`src/rtl/uart.vh`:
```
// Shared UART definitions used by the transmit and receive blocks.
`ifndef UART_VH
`define UART_VH
`define UART_DATA_LENGTH 8
`endif

```
`src/rtl/uart_rx_pkg.sv`:
```
// Common types and helpers for the UART receiver.
`include "uart.vh"

package uart_rx_pkg;
  localparam int DATA_W = `UART_DATA_LENGTH;
  localparam int CNT_W  = 3;

  typedef logic [DATA_W-1:0] uart_byte_t;

  // True on the counter value of the last data bit of a frame.
  function automatic logic data_done(input logic [CNT_W-1:0] cnt);
    return cnt == CNT_W'(DATA_W - 1);
  endfunction
endpackage

```
`src/rtl/uart_rx_fifo.sv`:
```
// Generic first-word-fall-through FIFO; a push into a full FIFO succeeds
// only when a pop happens in the same cycle. DEPTH must be a power of two.
module uart_rx_fifo #(
  parameter int WIDTH = 8,
  parameter int DEPTH = 4
) (
  input  logic             clk,
  input  logic             rst,
  input  logic             push,
  input  logic [WIDTH-1:0] wdata,
  input  logic             pop,
  output logic [WIDTH-1:0] rdata,
  output logic             full,
  output logic             empty
);
  localparam int AW = (DEPTH > 1) ? $clog2(DEPTH) : 1;
  localparam logic [AW-1:0] PTR_ONE = AW'(1);
  localparam logic [AW:0]   CNT_ONE = (AW + 1)'(1);

  logic [WIDTH-1:0] mem [DEPTH];
  logic [AW-1:0]    wr_ptr;
  logic [AW-1:0]    rd_ptr;
  logic [AW:0]      count;
  logic             push_ok;
  logic             pop_ok;

  assign full    = (count == (AW + 1)'(DEPTH));
  assign empty   = (count == '0);
  assign push_ok = push && (!full || pop);
  assign pop_ok  = pop && !empty;
  assign rdata   = empty ? '0 : mem[rd_ptr];

  always_ff @(posedge clk) begin
    if (rst) begin
      wr_ptr <= '0;
      rd_ptr <= '0;
      count  <= '0;
    end else begin
      if (push_ok) wr_ptr <= wr_ptr + PTR_ONE;
      if (pop_ok)  rd_ptr <= rd_ptr + PTR_ONE;
      case ({push_ok, pop_ok})
        2'b10:   count <= count + CNT_ONE;
        2'b01:   count <= count - CNT_ONE;
        default: count <= count;
      endcase
    end
  end

  always_ff @(posedge clk) begin
    if (push_ok) mem[wr_ptr] <= wdata;
  end
endmodule

```
`src/rtl/uart_rx.sv`:
```
// UART receiver, one line bit per clock, with a FWFT receive buffer.
// Define UART_RX_FRAME_CHECK_EN to drop bytes with a bad stop bit.
`include "uart.vh"

module uart_rx
  import uart_rx_pkg::*;
#(
  parameter int FIFO_DEPTH = 4
) (
  input  logic                         clk_i,
  input  logic                         rst_i,
  input  logic                         rx_i,
  output logic [`UART_DATA_LENGTH-1:0] data_o,
  output logic                         data_o_v,
  input  logic                         data_i_rdy,
  output logic                         frame_err_o,
  output logic                         overrun_o
);
  localparam logic [1:0] ST_IDLE = 2'd0;
  localparam logic [1:0] ST_DATA = 2'd1;
  localparam logic [1:0] ST_STOP = 2'd2;

  logic [1:0]       state;
  logic [CNT_W-1:0] bit_cnt;
  uart_byte_t       shift;
  logic             stop_ok;
  logic             push;
  logic             pop;
  logic             full;
  logic             empty;
  logic             overrun_p1;

  always_ff @(posedge clk_i) begin
    if (rst_i) begin
      state   <= ST_IDLE;
      bit_cnt <= '0;
      shift   <= '0;
    end else begin
      case (state)
        ST_IDLE: begin
          if (!rx_i) begin
            state   <= ST_DATA;
            bit_cnt <= '0;
          end
        end
        ST_DATA: begin
          shift   <= {rx_i, shift[DATA_W-1:1]};
          bit_cnt <= bit_cnt + CNT_W'(1);
          if (data_done(bit_cnt)) state <= ST_STOP;
        end
        ST_STOP: state <= ST_IDLE;
        default: state <= ST_IDLE;
      endcase
    end
  end

`ifdef UART_RX_FRAME_CHECK_EN
  logic frame_err_p1;

  assign stop_ok = rx_i;

  always_ff @(posedge clk_i) begin
    if (rst_i) frame_err_p1 <= 1'b0;
    else       frame_err_p1 <= (state == ST_STOP) && !rx_i;
  end

  assign frame_err_o = frame_err_p1;
`else
  assign stop_ok     = 1'b1;
  assign frame_err_o = 1'b0;
`endif

  assign push = (state == ST_STOP) && stop_ok;
  assign pop  = data_o_v && data_i_rdy;

  // Stage p1: overrun flag registered the cycle after the dropped byte.
  always_ff @(posedge clk_i) begin
    if (rst_i) overrun_p1 <= 1'b0;
    else       overrun_p1 <= push && full && !pop;
  end

  assign overrun_o = overrun_p1;
  assign data_o_v  = !empty;

  uart_rx_fifo #(
    .WIDTH (DATA_W),
    .DEPTH (FIFO_DEPTH)
  ) u_fifo (
    .clk   (clk_i),
    .rst   (rst_i),
    .push  (push),
    .wdata (shift),
    .pop   (pop),
    .rdata (data_o),
    .full  (full),
    .empty (empty)
  );
endmodule

```
`config.mk`:
```
export PLATFORM = sky130hd
export DESIGN_NAME = uart_rx
export DESIGN_NICKNAME = d
export VERILOG_FILES = /design/src/rtl/uart_rx_pkg.sv /design/src/rtl/uart_rx_fifo.sv /design/src/rtl/uart_rx.sv
export VERILOG_INCLUDE_DIRS = /design/src /design/src/rtl
export SDC_FILE = /design/constraint.sdc
export NUM_CORES = 1
export LEC_CHECK = 0
export ABC_AREA = 1
export CAP_MARGIN = 15
export CORE_MARGIN = 10
export CORE_UTILIZATION = 55
export CTS_CLUSTER_DIAMETER = 150
export DETAILED_ROUTE_END_ITERATION = 7
export DONT_BUFFER_PORTS = 1
export GPL_TIMING_DRIVEN = 0
export PLACE_DENSITY_LB_ADDON = 0.08
export SYNTH_ARGS = -nofsm -noshare
export SYNTH_HDL_FRONTEND = slang
export SYNTH_HIERARCHICAL = 1
export SYNTH_SLANG_ARGS = --single-unit
```
`constraint.sdc`:
```
create_clock -name clk_i -period 2.77 [get_ports clk_i]
set_input_delay 0.554 -clock clk_i [delete_from_list [all_inputs] [get_ports clk_i]]
set_output_delay 0.554 -clock clk_i [all_outputs]
set_load 0.05 [all_outputs]
```
Word level (Yosys, flattened, before mapping)
Memories as Yosys holds them, arrays and structs flattened. A register that Yosys moved wholly into a read port is not among the register bits. Cells that the tools add are included.

Bits in registers: 21. RAM bits: 32. Output and inout port bits: 11. Logic and storage cells: 47. Memories: 1.

Memory list: u_fifo.mem (words 4, bits a word 8, rd ports 1, clocked after memory_dff 1, wr ports 1, RTL line uart_rx_fifo.sv:20) `logic [WIDTH-1:0] mem [DEPTH];`.

$add $sub $neg: 5. Equality and inequality tests: 8. Muxes and demuxes: 11. Reduce and logical (&&, ||, !) cells: 15.

Operators by type and width (number): $pmux 3 s2 (2); $mux 2 (4); $mux 8 (1); $add 3x1->3 const B (2); $eq 3x3->1 const B (2); $logic_and 1x1->1 (5); $add 2x1->2 const B (2); $eq 2x1->1 const B (2); $eq 2x2->1 const B (2); $ne 2x2->1 const B (2); $pmux 2 s2 (1); $reduce_and 2->1 (2); $reduce_bool 2->1 (2); $logic_not 1->1 (3); $logic_not 3->1 (1); $mux 3 (1); $sub 3x1->3 const B (1); $logic_not 2->1 (1); $mux 1 (2); $logic_or 1x1->1 (1).

Depth between registers and ports, before layout
Gate-level depths: netlist of run 1.

Word-level depth: 7. Depth in mapped cells: 16.

By module
The synthesis of run 1 kept the hierarchy.

By module, submodules not included: uart_rx_fifo (times used 1, cells an instance 168, area an instance 1756.7 um2, sequential area each 1141.1 um2); uart_rx (times used 1, cells an instance 92, area an instance 619.3 um2, sequential area each 280.3 um2).

Worst setup path after synthesis of run 1
No wires, ideal clock.

Kind: reg2reg. Start: register u_fifo.count[1]. End: register u_fifo.count[1]. Setup time: 70 ps. Arrival: 2068 ps. Data required time: 2700 ps. Slack: 632 ps. Stages on the path, launching flop included: 12. Path buffers: 0. Cell sequence: dfxtp_1 > nor2_2 > nand2_2 > clkinv_1 > nor2_1 > inv_1 > nand3_1 > nand2_1 > ha_1 > inv_1 > fa_1 > a21oi_1.

Longest elaborated chain between the ends: 7. Elaborated cells between the ends (all ways): 14.

Ends and longest elaborated chain: start: declaration (RTL line uart_rx_fifo.sv:23) `logic [AW:0] count;`; start signal: assignment (RTL line uart_rx_fifo.sv:42) `2'b10: count <= count + CNT_ONE;`; start signal: assignment (RTL line uart_rx_fifo.sv:43) `2'b01: count <= count - CNT_ONE;`; start signal: assignment (RTL line uart_rx_fifo.sv:44) `default: count <= count;`; $logic_not 3->1 (*) (RTL line uart_rx_fifo.sv:28) `assign empty = (count == '0);`; named net empty (RTL line uart_rx.sv:30) `logic empty;`; $logic_not 1->1 (*) (RTL line uart_rx.sv:83) `assign data_o_v = !empty;`; $logic_and 1x1->1 (*) (RTL line uart_rx.sv:74) `assign pop = data_o_v && data_i_rdy;`; named net pop (RTL line uart_rx.sv:28) `logic pop;`; $logic_or 1x1->1 (RTL line uart_rx_fifo.sv:29) `assign push_ok = push && (!full || pop);`; $logic_and 1x1->1 (RTL line uart_rx_fifo.sv:29); $eq 2x1->1 / $eq 2x2->1 (equally long branches) (RTL line uart_rx_fifo.sv:41) `case ({push_ok, pop_ok})`; $pmux 3 s2 / $reduce_bool 2->1 (equally long branches).

The timed path passes the listed nets; every way through them passes the cells marked *. A chain may end at the register's enable or synchronous reset.

==> metrics.md, run 1 <==
| Metric | Value |
|---|---|
| Ys Warns | `6` |
| CP startpoint kind | `flip-flop` |
| Die Span Y | `85.73 um` |
| Flop-to-flop setup slack | `0.30 ns` |
| Synth Register Bits | `55` |
| Clock-pin slew on the worst setup and hold paths | `0.10 ns` |
| Worst min path class | `in -> reg` |
| Routed Antenna Nets | `0` |
| Measured slew at the worst slew-check pin | `1.155 ns` |
| Routed met3 length | `274 um` |
| Die W | `85.73 um` |
| Post-route design area | `0.002565 mm2` |
| Cells after synthesis | `260` |
| Clock Skew | `0.006112 ns` |
| # fillers | `358` |
| DR vias | `1,604` |
| Multi-input logic area | `752.0 um2` |
| Worst-skew pair later-pin latency | `0.30 ns` |
| P per Cell Area | `578.2 mW/mm2` |
| Status | `complete, no violations` |
| CTS tree | `done` |
| Port Buffers | `0` |
| Vias in the first global route | `1,469` |
| Total gr overflow | `0` |
| Core area | `0.004086 mm2` |
| Period utilization | `94.73%` |
| RSZ-0062 raised after global routing | `false` |
| WHS | `0.3177 ns` |
| Max_cap viols | `0` |
| Worst Setup End Kind | `output pin` |
| Share of the synthesized area in the top cell type | `40.44%` |
| R2R Path Start | `u_fifo/count[1]$_SDFFE_PP0P_` |
| Nets | `279` |
| Row count | `23` |
| Register Area | `0.001421 mm2` |
| Syn_area_per_cell | `9.139 um2` |
| CTS Buffer Depth | `2` |
| Total power | `1.483 mW` |
| Top layer in use | `met4` |
| Hold buffer count at CTS | `0` |
| Starting density of the core | `58.14%` |
| Diodes inserted | `0` |
| Largest net degree at the start of global routing | `17` |
| Initial antenna violation count | `0` |
| Peak Freq | `0.3811 GHz` |
| Final WS setup | `0.1460 ns` |
| Final Slew Violations | `0` |
| Top post-synthesis cells by area | `edfxtp_1 40%, dfxtp_1 19%, nor2_1 10%, nand2_1 6.2%, inv_1 5.5%` |
| Pre-CTS WS | `0.1206 ns` |
| Seq/Total Area, Yosys | `59.82%` |
| Routed met2 length | `2178 um` |
| Area growth, synth to finish | `7.952%` |
| Via density | `5.044` |
| Tot GR Track Use | `12.53%` |
| Layout cell share with drive strength beyond 1 | `8.582%` |
| Initial DRC count | `93` |
| CP Max Fanout | `9` |
| Leakage | `1.038 nW` |
| Final Setup Violations | `0` |
| H-tree lvl count | `2` |
| Crit path to | `data_o[0]` |
| Drt total wl | `4547 um` |
| Yosys cell types | `23` |
| Placed Area | `0.002439 mm2` |
| Final Wtd Congestion | `0.7434` |
| R2R cell count | `8` |
| CTS Buf Count | `5` |
| Post-DR wirelength/cell | `14.30 um` |
| Clock sinks | `55` |
| Global-route wire length before repair | `7251 um` |
| Pre-antenna DRT Iters | `4` |
| CTS root buf | `clkbuf_8` |
| DRT met1 WL | `2063 um` |
| Min cycle time layout | `2.624 ns` |
| Post_cts resized | `0` |
| Final Hold Viols | `0` |
| CP arrival | `2.07 ns` |
| Post-Synthesis Net Count | `272` |
| Die footprint | `0.007349 mm2` |
| FF-to-FF End | `u_fifo/mem[2][5]$_DFFE_PP_` |
| Max rail drop VDD | `0.3198 mV` |
| Critical path type | `reg -> out` |
| Setup_tns | `0 ns` |
| DRC Markers | `0` |
| Crit path required time | `2.22 ns` |
| Hpwl dp | `3130 um` |
| Max transition margin | `23.27%` |
| IO Count | `15` |
| Yosys top cell by area | `edfxtp_1` |
| Setup Fix Bufs, Post-CTS | `0` |
| Mapped Area | `0.002376 mm2` |
[layer usage]
layer / vias to the layer above / track usage (%)
met2: 37 / 20.98
li1: 830 / -
met4: 0 / 3.593
met5: - / 0
met3: 4 / 4.163
met1: 733 / 14.95
[critical path: stages, from the launching register on]
cell	delay, ns
dfxtp_1	0.32
buf_4	0.16
inv_1	0.17
nor2_1	0.16
o21ai_1	0.09
a21oi_1	0.85
[area by class of cell]
| class | count | area share, % |
|---|---|---|
| clock inverters | 2 | 1.366 |
| multi-input cells | 160 | 29.32 |
| plain buffers | 7 | 2.537 |
| inverters | 38 | 5.707 |
| flip-flops and latches | 55 | 55.41 |
| clock buffers | 6 | 3.220 |
| well taps | 50 | 2.439 |
[how the worst min path moves through the flow]
stage,from,end,slack [ns],depth (start not counted)
after floorplan,u_fifo/rd_ptr[1]$_SDFFE_PP0P_,flip-flop,0.46,2
after global placement,u_fifo/rd_ptr[1]$_SDFFE_PP0P_,u_fifo/rd_ptr[1]$_SDFFE_PP0P_,0.49,2
after detailed placement,u_fifo/rd_ptr[1]$_SDFFE_PP0P_,flip-flop,0.48,2
after CTS,rst_i,state[1]$_SDFFE_PP0P_,0.31,1
after global routing,rst_i,flip-flop,0.30,1
final,rst_i,state[1]$_SDFFE_PP0P_,0.32,1
[per-stage QoR]
stage / util [%] / instances
2_1_floorplan: - / 260
3_3_place_gp: 59.68 / 310
3_5_place_dp: 59.68 / 310
4_1_cts: 62.55 / 318
5_1_grt: 62.77 / 318
6_report: 62.77 / 318
[cells in the mapped netlist, drive strengths merged]
cell	count
ha	7
conb	1
nor3b	1
nor3	2
o21ai	19
dfxtp	23
nand3	8
fa	1
nor2	68
a21oi	13
clkinv	1
nand2	40
buf	7
inv	37
edfxtp	32
[cells by family (layout without fill, tap and decap cells)]
logic type | after synthesis | after routing | share of synthesized area, %
compound gates | 32 | 32 | 6.740
flops | 55 | 55 | 59.82
simple gates | 119 | 119 | 20.01
buf+inv | 45 | 53 | 8.741
other cells | 1 | 1 | 0.1578
fa+ha+maj | 8 | 8 | 4.529
[where the power goes]
group / switching, mW / internal, mW / total (mW)
sequential: 0.0163 / 0.877 / 0.893
combinational: 0.0301 / 0.0172 / 0.0473
clock: 0.250 / 0.293 / 0.543
[flip-flops by register name, summed over array words and instances (netlist names), named ones only]
register and count:
u_fifo/mem 32, state 2, u_fifo/wr_ptr 2, u_fifo/count 3, bit_cnt 3, overrun_o 1, shift 8, u_fifo/rd_ptr 2
[cells in the final DEF, fill, tap and decap left out]
cell type	instances
nor2_1	64
nand2_1	39
inv_1	35
edfxtp_1	32
dfxtp_1	23
a21oi_1	13
o21ai_1	10
o21ai_0	9
nand3_1	8
ha_1	7
clkbuf_8	6
nor2_2	3
buf_4	3
inv_2	2
buf_6	2
nor3_1	2
nor2_4	1
buf_2	1
nor3b_1	1
conb_1	1
bufinv_16	1
clkinv_2	1
nand2_2	1
clkinvlp_4	1
buf_8	1
fa_1	1
Power figures use the tool's default switching activity.
==> run 2, diff against run 1 <==
--- a/config.mk
+++ b/config.mk
@@ -8,13 +8,13 @@
 export LEC_CHECK = 0
 export ABC_AREA = 1
 export CAP_MARGIN = 15
-export CORE_MARGIN = 10
 export CORE_UTILIZATION = 55
 export CTS_CLUSTER_DIAMETER = 150
 export DETAILED_ROUTE_END_ITERATION = 7
 export DONT_BUFFER_PORTS = 1
 export GPL_TIMING_DRIVEN = 0
 export PLACE_DENSITY_LB_ADDON = 0.08
+export SLEW_MARGIN = 20
 export SYNTH_ARGS = -nofsm -noshare
 export SYNTH_HDL_FRONTEND = slang
 export SYNTH_HIERARCHICAL = 1
==> run 2 against run 1 <==
Sequential share of layout area up 0.66 points. Global-route usage increased by 7.6 points. Critical path depth stayed put. Routed wire length decreased by 10%. First-iteration DRC count grew 9.7%. Sequential power barely moved. Total power shrank 7.5%. Hold slack better by 0.0094 ns. Largest cell class unchanged. Highest routed layer unchanged.
==> metrics.md, run 2 (synthesis results as in run 1) <==
| Metric | Value |
|---|---|
| Core area | `0.004086 mm2 (unchanged)` |
| R2R cell count | `8 (unchanged)` |
| Final Hold Viols | `0 (unchanged)` |
| DR vias | `1,579 (was 1,604)` |
| Clock-pin slew on the worst setup and hold paths | `0.09 ns (was 0.10 ns)` |
| Vias in the first global route | `1,401 (was 1,469)` |
| Setup_tns | `0 ns (unchanged)` |
| H-tree lvl count | `2 (unchanged)` |
| Initial antenna violation count | `0 (unchanged)` |
| Hold path start | `rst_i (unchanged)` |
| CP startpoint kind | `flip-flop (unchanged)` |
| Int Power | `1.076 mW (was 1.187 mW)` |
| Crit-path slowest cell | `a21oi_1 (unchanged)` |
| Measured slew at the worst slew-check pin | `1.113 ns (was 1.155 ns)` |
| Commonest cells after routing, fill and taps aside | `65 x nor2_1, 39 x nand2_1, 35 x inv_1 (was 64 x nor2_1, 39 x nand2_1, 35 x inv_1)` |
| Worst min path class | `in -> reg (unchanged)` |
| Hold path depth | `1 (unchanged)` |
| Hpwl dp | `2808 um (was 3130 um)` |
| Starting density of the core | `58.14% (unchanged)` |
| Total gr overflow | `0 (unchanged)` |
| CTS Buffer Depth | `2 (unchanged)` |
| CP bufs+invs | `3 (was 2)` |
| CP arrival | `2.03 ns (was 2.07 ns)` |
| Max rail drop VDD | `0.3408 mV (was 0.3198 mV)` |
| Sw Pwr | `295.5 uW (was 296.3 uW)` |
| IO Count | `15 (unchanged)` |
| Largest net degree at the start of global routing | `18 (was 17)` |
| Sequential share of power | `65.0% (was 60.2%)` |
| Flop-to-flop setup slack | `0.26 ns (was 0.30 ns)` |
| Diodes inserted | `0 (unchanged)` |
| Number of flip-flops under the largest register name | `32 (unchanged)` |
| Clock sinks | `55 (unchanged)` |
| Via density | `4.965 (was 5.044)` |
| Multi-input logic area | `749.5 um2 (was 752.0 um2)` |
| CTS tree | `done (unchanged)` |
| FF-to-FF End | `u_fifo/mem[3][2]$_DFFE_PP_ (was u_fifo/mem[2][5]$_DFFE_PP_)` |
| Clock share of power | `31.5% (was 36.6%)` |
| R2R Path Start | `u_fifo/count[1]$_SDFFE_PP0P_ (unchanged)` |
| Hold buffer count at CTS | `0 (unchanged)` |
| WHS Endpoint | `u_fifo/rd_ptr[1]$_SDFFE_PP0P_ (was state[1]$_SDFFE_PP0P_)` |
| Critical path cell sequence | `buf_6 -> inv_2 -> buf_4 -> o21ai_1 -> a21oi_1 (was buf_4 -> inv_1 -> nor2_1 -> o21ai_1 -> a21oi_1)` |
| Post-DR wirelength/cell | `12.87 um (was 14.30 um)` |
| Area growth, synth to finish | `6.688% (was 7.952%)` |
| # fillers | `357 (was 358)` |
| Layout cell share with drive strength beyond 1 | `7.836% (was 8.582%)` |
| Peak Freq | `0.3870 GHz (was 0.3811 GHz)` |
| RSZ-0062 raised after global routing | `false (unchanged)` |
| Register Area | `0.001421 mm2 (unchanged)` |
| Critical path type | `reg -> out (unchanged)` |
| Die Span Y | `67.73 um (was 85.73 um)` |
| Global-route wire length before repair | `6492 um (was 7251 um)` |
| Max_cap viols | `0 (unchanged)` |
| Routed Antenna Nets | `0 (unchanged)` |
| Pre-CTS WS | `0.07130 ns (was 0.1206 ns)` |
| Net Sw Frac | `21.55% (was 19.98%)` |
| Final Setup Violations | `0 (unchanged)` |
| P per Cell Area | `541.0 mW/mm2 (was 578.2 mW/mm2)` |
| Period utilization | `93.28% (was 94.73%)` |
| Worst path top cell family by delay | `compound AO/OA/AOI/OAI gates (unchanged)` |
| Largest regs | `u_fifo/mem: 32 flops, shift: 8 flops (unchanged)` |
| Leakage | `1.022 nW (was 1.038 nW)` |
| Slowest Stage Delay on Critical Path | `0.85 ns (about the same)` |
| Max transition margin | `26.02% (was 23.27%)` |
| Crit path required time | `2.22 ns (about the same)` |
| Final WS setup | `0.1863 ns (was 0.1460 ns)` |
| Die footprint | `0.004587 mm2 (was 0.007349 mm2)` |
| Largest reg by FF count | `u_fifo/mem (unchanged)` |
| CTS Buf Count | `5 (unchanged)` |
| Port Buffers | `0 (unchanged)` |
| Status | `complete, no violations (unchanged)` |
| Tot GR Track Use | `20.18% (was 12.53%)` |
| Drt total wl | `4092 um (was 4547 um)` |
| Worst-skew pair later-pin latency | `0.30 ns (about the same)` |
| Die W | `67.73 um (was 85.73 um)` |
| Row count | `23 (unchanged)` |
| Most common cell after layout, fill and taps aside | `nor2_1 (unchanged)` |
| Final Slew Violations | `0 (unchanged)` |
| Nets | `279 (unchanged)` |
| CP Max Fanout | `10 (was 9)` |
| Pre-antenna DRT Iters | `4 (unchanged)` |
| Min cycle time layout | `2.584 ns (was 2.624 ns)` |
| Worst Setup End Kind | `output pin (unchanged)` |
| Final Wtd Congestion | `0.7257 (was 0.7434)` |
| CTS root buf | `clkbuf_8 (unchanged)` |
| Clock Skew | `0.006982 ns (was 0.006112 ns)` |
| DRC Markers | `0 (unchanged)` |
| Initial DRC count | `102 (was 93)` |
| Logic gate share of total power | `3.5% (was 3.2%)` |
-- run 2: changes by cell type in the layout (fill, tap and decap cells not counted), sizes merged --
| cell | previous run | this run |
|---|---|---|
| bufinv | 1 | 0 |
| clkinv | 1 | 2 |
-- run 2: repair_timing --
| action | CTS | global route |
|---|---|---|
| setup endpoints to repair | 0 | 36 |
| buffers inserted | 0 | 0 |
| gates resized for setup | 0 | 2 |
-- run 2: power groups by stage --
| stage | combinational [mW] | clock (mW) | sequential, mW |
|---|---|---|---|
| 2_1_floorplan | 0.0406 | 0 | 0.905 |
| 3_3_place_gp | 0.0463 | 0 | 0.910 |
| 3_5_place_dp | 0.0473 | 0 | 0.911 |
| 4_1_cts | 0.0474 | 0.442 | 0.892 |
| 5_1_grt | 0.0551 | 0.472 | 0.895 |
| 6_report | 0.0474 | 0.432 | 0.892 |
-- run 2: layer usage --
| layer | part of all wire (%) | GRT usage, % | vias up |
|---|---|---|---|
| met4 | 0.54 | 7.979 | 0 |
| met3 | 3.4 | 4.730 | 2 |
| met2 | 46 | 30.94 | 18 |
| met5 | 0 | 0 | - |
| li1 | - | - | 838 |
| met1 | 50 | 27.46 | 721 |
-- run 2: how the worst max path moves through the flow --
stage                                        end  cells after the start
floorplan           u_fifo/count[1]$_SDFFE_PP0P_                     11
global placement      u_fifo/mem[3][4]$_DFFE_PP_                      8
detailed placement    u_fifo/mem[0][4]$_DFFE_PP_                      8
CTS                                    data_o[2]                      4
global route          u_fifo/mem[3][7]$_DFFE_PP_                      8
finish                                 data_o[2]                      5
-- run 2: cell type report --
class	instances	share of cell area, %
tap	50	2.468
buffer	7	2.567
multi-input combinational	160	29.57
clock inverter	2	0.6910
clock buffer	6	2.863
sequential	55	56.07
inverter	38	5.775
-- run 2: stage by stage --
stage	utilization (%)	instance area [um2]	instances	hold WS, ns	total power, mW
finish	62.03	2535	318	0.3271	1.371
global route	62.03	2535	318	0.3077	1.422
CTS	61.88	2529	318	0.3189	1.382
detailed placement	59.68	2439	310	0.4976	0.9585
global placement	59.68	2439	310	0.4905	0.9568
floorplan	-	2376	260	0.4588	0.9457
